--- config.mk ---
export PLATFORM = sky130hd
export DESIGN_NAME = s_z_ctrl
export DESIGN_NICKNAME = d
export VERILOG_FILES = /design/src/rtl/s_z_ctrl.sv
export SDC_FILE = /design/constraint.sdc
export NUM_CORES = 1
export LEC_CHECK = 0
export CORE_ASPECT_RATIO = 0.9
export CORE_MARGIN = 2
export CORE_UTILIZATION = 35
export CTS_CLUSTER_DIAMETER = 80
export CTS_CLUSTER_SIZE = 24
export DETAILED_ROUTE_END_ITERATION = 12
export GPL_TIMING_DRIVEN = 0
export PLACE_DENSITY = 0.61
export SLEW_MARGIN = 20
export SYNTH_ARGS = -nofsm -noshare
export SYNTH_HDL_FRONTEND = slang
export SYNTH_SLANG_ARGS = --single-unit
export TNS_END_PERCENT = 50
--- constraint.sdc ---
create_clock -name clk -period 5.18 [get_ports clk]
set_input_delay 1.295 -clock clk [delete_from_list [all_inputs] [get_ports clk]]
set_output_delay 1.295 -clock clk [all_outputs]
set_load 0.005 [all_outputs]
--- src/rtl/s_z_ctrl.sv ---
// s_z_ctrl: clears, accumulates into and arbitrates the s_z_mem result memory. Latency: beat written one cycle after accept.
// Backpressure: prod_ready_o high only in ACCUM; host reads served only in IDLE. Define S_Z_SAT_EN for saturating accumulate.
module s_z_ctrl #(
    parameter int DATA_WIDTH = 16,
    parameter int ADDR_WIDTH = 6
) (
    input  logic                  clk,
    input  logic                  rstn,
    input  logic                  start_i,
    input  logic [ADDR_WIDTH-1:0] len_i,
    input  logic                  prod_valid_i,
    output logic                  prod_ready_o,
    input  logic [ADDR_WIDTH-1:0] prod_addr_i,
    input  logic [DATA_WIDTH-1:0] prod_data_i,
    input  logic                  prod_last_i,
    input  logic                  host_rd_req_i,
    input  logic [ADDR_WIDTH-1:0] host_rd_addr_i,
    output logic                  host_rd_valid_o,
    output logic [DATA_WIDTH-1:0] host_rd_data_o,
    output logic                  mem_we_o,
    output logic [ADDR_WIDTH-1:0] mem_waddr_o,
    output logic [DATA_WIDTH-1:0] mem_wdata_o,
    output logic [ADDR_WIDTH-1:0] mem_raddr_o,
    input  logic [DATA_WIDTH-1:0] mem_rdata_i,
    output logic                  busy_o,
    output logic                  done_o,
    output logic                  ovf_o,
    output logic                  addr_err_o
);

    typedef enum logic [2:0] {IDLE, CLEAR, ACCUM, DRAIN, DONE} state_t;

    localparam logic [ADDR_WIDTH-1:0] ONE = {{(ADDR_WIDTH-1){1'b0}}, 1'b1};

    state_t                state;
    logic [ADDR_WIDTH-1:0] len_q;
    logic [ADDR_WIDTH-1:0] clr_addr;
    logic                  ready_q;
    logic                  busy_q;
    logic                  done_q;
    logic                  err_q;
    logic                  host_pend;
    logic [ADDR_WIDTH-1:0] raddr_q;

    logic                  s2_vld;
    logic [ADDR_WIDTH-1:0] s2_addr;
    logic [DATA_WIDTH-1:0] s2_data;

    logic                  fwd_vld;
    logic [ADDR_WIDTH-1:0] fwd_addr;
    logic [DATA_WIDTH-1:0] fwd_data;

    logic                  accept;
    logic                  in_range;
    logic                  host_take;
    logic [ADDR_WIDTH-1:0] raddr;
    logic [DATA_WIDTH-1:0] base;
    logic [DATA_WIDTH-1:0] acc;
    logic                  clamp;
    logic                  we;
    logic [ADDR_WIDTH-1:0] waddr;
    logic [DATA_WIDTH-1:0] wdata;

    assign accept    = prod_valid_i & ready_q;
    assign in_range  = prod_addr_i < len_q;
    assign host_take = (state == IDLE) & host_rd_req_i;

    // Read port keeps its last address when nobody needs it.
    always_comb begin
        raddr = raddr_q;
        if (accept && in_range)
            raddr = prod_addr_i;
        else if (host_take)
            raddr = host_rd_addr_i;
    end

    // The RAM misses the write issued one cycle earlier, so take it from the forwarding register.
    assign base = (fwd_vld && (fwd_addr == s2_addr)) ? fwd_data : mem_rdata_i;

`ifdef S_Z_SAT_EN
    logic [DATA_WIDTH:0] sum_ext;
    logic                ovf_q;

    localparam logic [DATA_WIDTH-1:0] MAX_V = {1'b0, {(DATA_WIDTH-1){1'b1}}};
    localparam logic [DATA_WIDTH-1:0] MIN_V = {1'b1, {(DATA_WIDTH-1){1'b0}}};

    always_comb begin
        sum_ext = {base[DATA_WIDTH-1], base} + {s2_data[DATA_WIDTH-1], s2_data};
        clamp   = sum_ext[DATA_WIDTH] != sum_ext[DATA_WIDTH-1];
        acc     = sum_ext[DATA_WIDTH-1:0];
        if (clamp)
            acc = sum_ext[DATA_WIDTH] ? MIN_V : MAX_V;
    end

    always_ff @(posedge clk) begin
        if (!rstn)
            ovf_q <= 1'b0;
        else if (state == IDLE && start_i)
            ovf_q <= 1'b0;
        else if (s2_vld && clamp)
            ovf_q <= 1'b1;
    end

    assign ovf_o = ovf_q;
`else
    assign acc   = base + s2_data;
    assign clamp = 1'b0;
    assign ovf_o = 1'b0;
`endif

    always_comb begin
        we    = (state == CLEAR) | s2_vld;
        waddr = (state == CLEAR) ? clr_addr : s2_addr;
        wdata = '0;
        if (state != CLEAR && s2_vld)
            wdata = acc;
    end

    always_ff @(posedge clk) begin
        if (!rstn) begin
            state     <= IDLE;
            len_q     <= '0;
            clr_addr  <= '0;
            ready_q   <= 1'b0;
            busy_q    <= 1'b0;
            done_q    <= 1'b0;
            err_q     <= 1'b0;
            host_pend <= 1'b0;
            raddr_q   <= '0;
            s2_vld    <= 1'b0;
            s2_addr   <= '0;
            s2_data   <= '0;
            fwd_vld   <= 1'b0;
            fwd_addr  <= '0;
            fwd_data  <= '0;
        end else begin
            raddr_q   <= raddr;
            host_pend <= host_take;
            s2_vld    <= accept & in_range;
            s2_addr   <= prod_addr_i;
            s2_data   <= prod_data_i;
            fwd_vld   <= we;
            fwd_addr  <= waddr;
            fwd_data  <= wdata;
            done_q    <= 1'b0;
            if (accept && !in_range)
                err_q <= 1'b1;

            case (state)
                IDLE: begin
                    if (start_i) begin
                        len_q    <= len_i;
                        err_q    <= 1'b0;
                        clr_addr <= '0;
                        busy_q   <= 1'b1;
                        if (len_i != '0) begin
                            state <= CLEAR;
                        end else begin
                            state  <= DONE;
                            done_q <= 1'b1;
                        end
                    end
                end
                CLEAR: begin
                    clr_addr <= clr_addr + ONE;
                    if (clr_addr == len_q - ONE) begin
                        state   <= ACCUM;
                        ready_q <= 1'b1;
                    end
                end
                ACCUM: begin
                    if (accept && prod_last_i) begin
                        state   <= DRAIN;
                        ready_q <= 1'b0;
                    end
                end
                DRAIN: begin
                    state  <= DONE;
                    done_q <= 1'b1;
                end
                DONE: begin
                    state  <= IDLE;
                    busy_q <= 1'b0;
                end
                default: state <= IDLE;
            endcase
        end
    end

    assign prod_ready_o    = ready_q;
    assign busy_o          = busy_q;
    assign done_o          = done_q;
    assign addr_err_o      = err_q;
    assign host_rd_valid_o = host_pend;
    assign host_rd_data_o  = host_pend ? mem_rdata_i : '0;
    assign mem_we_o        = we;
    assign mem_waddr_o     = waddr;
    assign mem_wdata_o     = wdata;
    assign mem_raddr_o     = raddr;

endmodule

==> flow_metrics.tcl, run 1 <==
set metrics [dict create \
    nets 652 \
    hold_path.startpoint "addr_err_o" \
    rows 36 \
    pwr-share-clk_pct 41.2 \
    relSlewSlack_pct 59.6 \
    path_max_fanout 4 \
    overflow 0 \
    fillers 1048 \
    seq_area_um2 1440 \
    hold_violations 0 \
    avgSynthCellArea_um2 8.82 \
    insertion_delay_ns 0.33 \
    fin_util_pct 51.9 \
    ff2ff_setup_slack_ns 1.98 \
    antenna_found_initial 0 \
    pwr-share-seq_pct 38.8 \
    grt_first_pass_wirelength_mm 17.4 \
    switching_share_pct 25.2 \
    status "complete, no violations" \
    yosysSeqAreaShare_pct 36.5 \
    ys_ff_latch 72 \
    fin_crit_ns 5.08 \
    worstSetupPathType "in2out" \
    required_ns 3.88 \
    htreeDepth 3 \
    cts_tree "done" \
    holdBufCountCts 0 \
    peakVddDrop_v 0.000149 \
    drcViolationCount 0 \
    wl_per_cell_um 14.8 \
    synth_nets 530 \
    antenna_left 0 \
    end_kind "output pin" \
    clk_root_buffer_cell "clkbuf_16" \
    postSynthCellCount 448 \
    multiInputGateArea_um2 2500 \
    dr.pass1.iters 4 \
    cts_inserted_buffers 9 \
    finalSetupViolations 0 \
    final_area_um2 5660 \
    drive_gt1_share_pct 14.4 \
    worstSetupStartpoint "mem_rdata_i[2]" \
    initial_utilization_pct 36.2 \
    dp_hpwl_mm 8.22 \
    tightest_slew_ns 0.606 \
    fmax_mhz 197 \
    synth_warnings 0 \
    endpoint "mem_wdata_o[11]" \
    cts.sinks 72 \
    power.switching_uw 383 \
    clkTransAtPathRegs_ns 0.06 \
    critPathArrivalTime_ns 3.79 \
    vias_per_cell 4.90 \
    r2r_cells 14 \
    die_area_um2 12200 \
    portBuffers 105 \
    die_height_um 105 \
    yosysUniqueCellTypes 47 \
    finalMaxSlewViolations 0 \
    power_density_nw_per_um2 269 \
    hold_class "reg2reg" \
    syn_area_um2 3950 \
    internal_power_mw 1.14 \
    antenna_cells 0 \
    wl_mm 10.8 \
    io_pins 107 \
    finalCritPeriodShare_pct 98.1 \
    r2r_start "s2_addr[0]" \
    cap_violations 0 \
    finClkSkew_ns 0.00867 \
    grt_use_total_pct 18.3 \
    dieWidth_um 116 \
    combPwrFrac_pct 19.9 \
    area_growth_pct 43.3 \
    leakage_nw 2.38 \
    grt_max_degree 12 \
    clk_path_buf_depth 2 \
    r2r_end "fwd_data[11]" \
    place_congestion 0.870 \
    drtIter0Drc 136 \
    start_kind "input pin" \
    core-area_um2 10900 \
    grt_pass1_vias 3415 \
    vias 3563 \
    dpl-instance-area_um2 5190 \
]
==> kinds of logic (layout without fill, tap and decap cells) <==
family	Yosys count	after routing	synth area share, %
mux	36	36	10.0
buf+inv	33	160	3.42
fa+ha+maj	26	26	8.43
compound gates	67	67	11.2
flops	72	72	36.5
xor+xnor	23	23	5.10
other cells	1	1	0.0949
simple gates	190	190	25.3
==> stage by stage <==
stage          instances  setup TNS (ns)  hold slack (ns)  worst slack (ns)  power [mW]
3_5_place_dp         705           -2.65            0.483            -0.535       0.882
4_1_cts              726          -0.380            0.506            -0.197        1.52
2_1_floorplan        448               0            0.471             0.772       0.764
5_1_grt              727        -0.00435            0.537          -0.00435        1.59
3_3_place_gp         705           -2.62            0.478            -0.543       0.878
6_report             727               0            0.501            0.0975        1.52
==> placed cells by master (no fill, tap or decap), types with 6 or more instances in the layout <==
cell and instances:
buf_4 9, and2_1 52, clkdlybuf4s50_1 94, a21oi_1 26, nand2_1 36, nand4_1 6
nor2_1 31, nand3_1 12, mux2_2 27, clkbuf_1 12, xor2_1 8, a21o_1 7
buf_2 8, xnor2_1 15, nor3_1 15, dfxtp_1 72, nand2b_1 9, and3_1 12
ha_1 20, mux2i_1 8, inv_1 15, clkbuf_16 9
==> routing by layer <==
metal	wire [um]	track usage [%]	share of wire [%]
met2	4880	28.6	45
met5	0	0	0
met4	216	6.55	2.0
met1	5030	24.4	47
met3	633	4.47	5.9
==> Yosys cell counts (all sizes together) <==
library cell | instances | share of area (%)
o22a | 2 | 0.44
conb | 1 | 0.095
clkbuf | 11 | 1.0
and2 | 52 | 8.2
buf | 7 | 0.95
a21oi | 31 | 4.1
and3 | 12 | 1.9
o21bai | 1 | 0.19
a211o | 1 | 0.22
or4 | 1 | 0.19
nor3b | 1 | 0.19
nand2b | 9 | 1.4
o2111ai | 2 | 0.89
mux2i | 8 | 2.0
nor2 | 32 | 3.0
xnor2 | 15 | 3.3
a221oi | 1 | 0.38
nand3 | 12 | 1.5
nand3b | 1 | 0.19
o22ai | 1 | 0.16
or3 | 1 | 0.16
nor2b | 4 | 0.63
nor4 | 1 | 0.32
and4b | 1 | 0.25
inv | 15 | 1.4
a32oi | 2 | 0.44
dfxtp | 72 | 36
o21ai | 9 | 1.1
or2 | 3 | 0.48
ha | 25 | 7.9
o31ai | 2 | 0.38
a31oi | 1 | 0.16
fa | 1 | 0.51
a21boi | 1 | 0.19
nand2 | 37 | 3.5
o211ai | 1 | 0.19
mux2 | 28 | 8.0
nor3 | 17 | 2.3
o21a | 3 | 0.57
a21o | 7 | 1.3
nand4 | 6 | 0.95
xor2 | 8 | 1.8
a211oi | 2 | 0.38
==> cell type report <==
class | instances | area share (%)
multi-input cells | 343 | 44.2
flip-flops and latches | 72 | 25.5
repair buffers | 112 | 19.3
clock buffers | 13 | 4.60
well taps | 152 | 3.36
plain buffers | 17 | 1.37
inverters | 15 | 0.995
clock inverters | 3 | 0.707
==> worst max-delay path, cell delays in order <==
cell and delay [ns]:
clkdlybuf4s50_1 0.44, mux2_2 0.30, ha_4 0.23, and3_1 0.21, a221oi_4 0.28, buf_4 0.17, o21a_1 0.17, o21ai_1 0.11
a21oi_2 0.17, mux2i_1 0.25, buf_2 0.15
==> state kept, by name, summed over array words and instances, names as in the netlist <==
| name | count |
|---|---|
| len_q | 6 |
| prod_ready_o | 1 |
| fwd_addr | 6 |
| done_o | 1 |
| fwd_vld | 1 |
| busy_o | 1 |
| s2_vld | 1 |
| raddr_q | 6 |
| fwd_data | 16 |
| addr_err_o | 1 |
| s2_data | 16 |
| state | 3 |
| clr_addr | 6 |
| s2_addr | 6 |
| host_rd_valid_o | 1 |
==> power groups by stage <==
stage / Combinational [mW] / Sequential, mW / Clock [mW]
4_1_cts: 0.295 / 0.590 / 0.640
6_report: 0.303 / 0.591 / 0.627
3_3_place_gp: 0.277 / 0.601 / 0
2_1_floorplan: 0.167 / 0.598 / 0
3_5_place_dp: 0.280 / 0.601 / 0
5_1_grt: 0.334 / 0.594 / 0.667
==> worst min path at each step <==
| stage | endpoint | depth (start not counted) |
|---|---|---|
| final | addr_err_o | 2 |
| after global routing | fwd_addr[5] | 2 |
| after CTS | fwd_addr[1] | 2 |
| after detailed placement | addr_err_o | 2 |
| after global placement | addr_err_o | 2 |
| after floorplan | fwd_addr[5] | 2 |
==> timing repair <==
item	in CTS	in global routing
buffers inserted	6	1
resized for setup	27	20
setup endpoints to repair	12	10
pin swaps	11	8
No activity file was read; power rests on OpenSTA's default activity.
==> run 2, diff against run 1 <==
--- a/config.mk
+++ b/config.mk
@@ -5,6 +5,7 @@
 export SDC_FILE = /design/constraint.sdc
 export NUM_CORES = 1
 export LEC_CHECK = 0
+export ABC_CLOCK_PERIOD_IN_PS = 5180
 export CORE_ASPECT_RATIO = 0.9
 export CORE_MARGIN = 2
 export CORE_UTILIZATION = 35
==> results of run 2 <==
The final DEF is identical to that of run 1; final timing and power are the same.
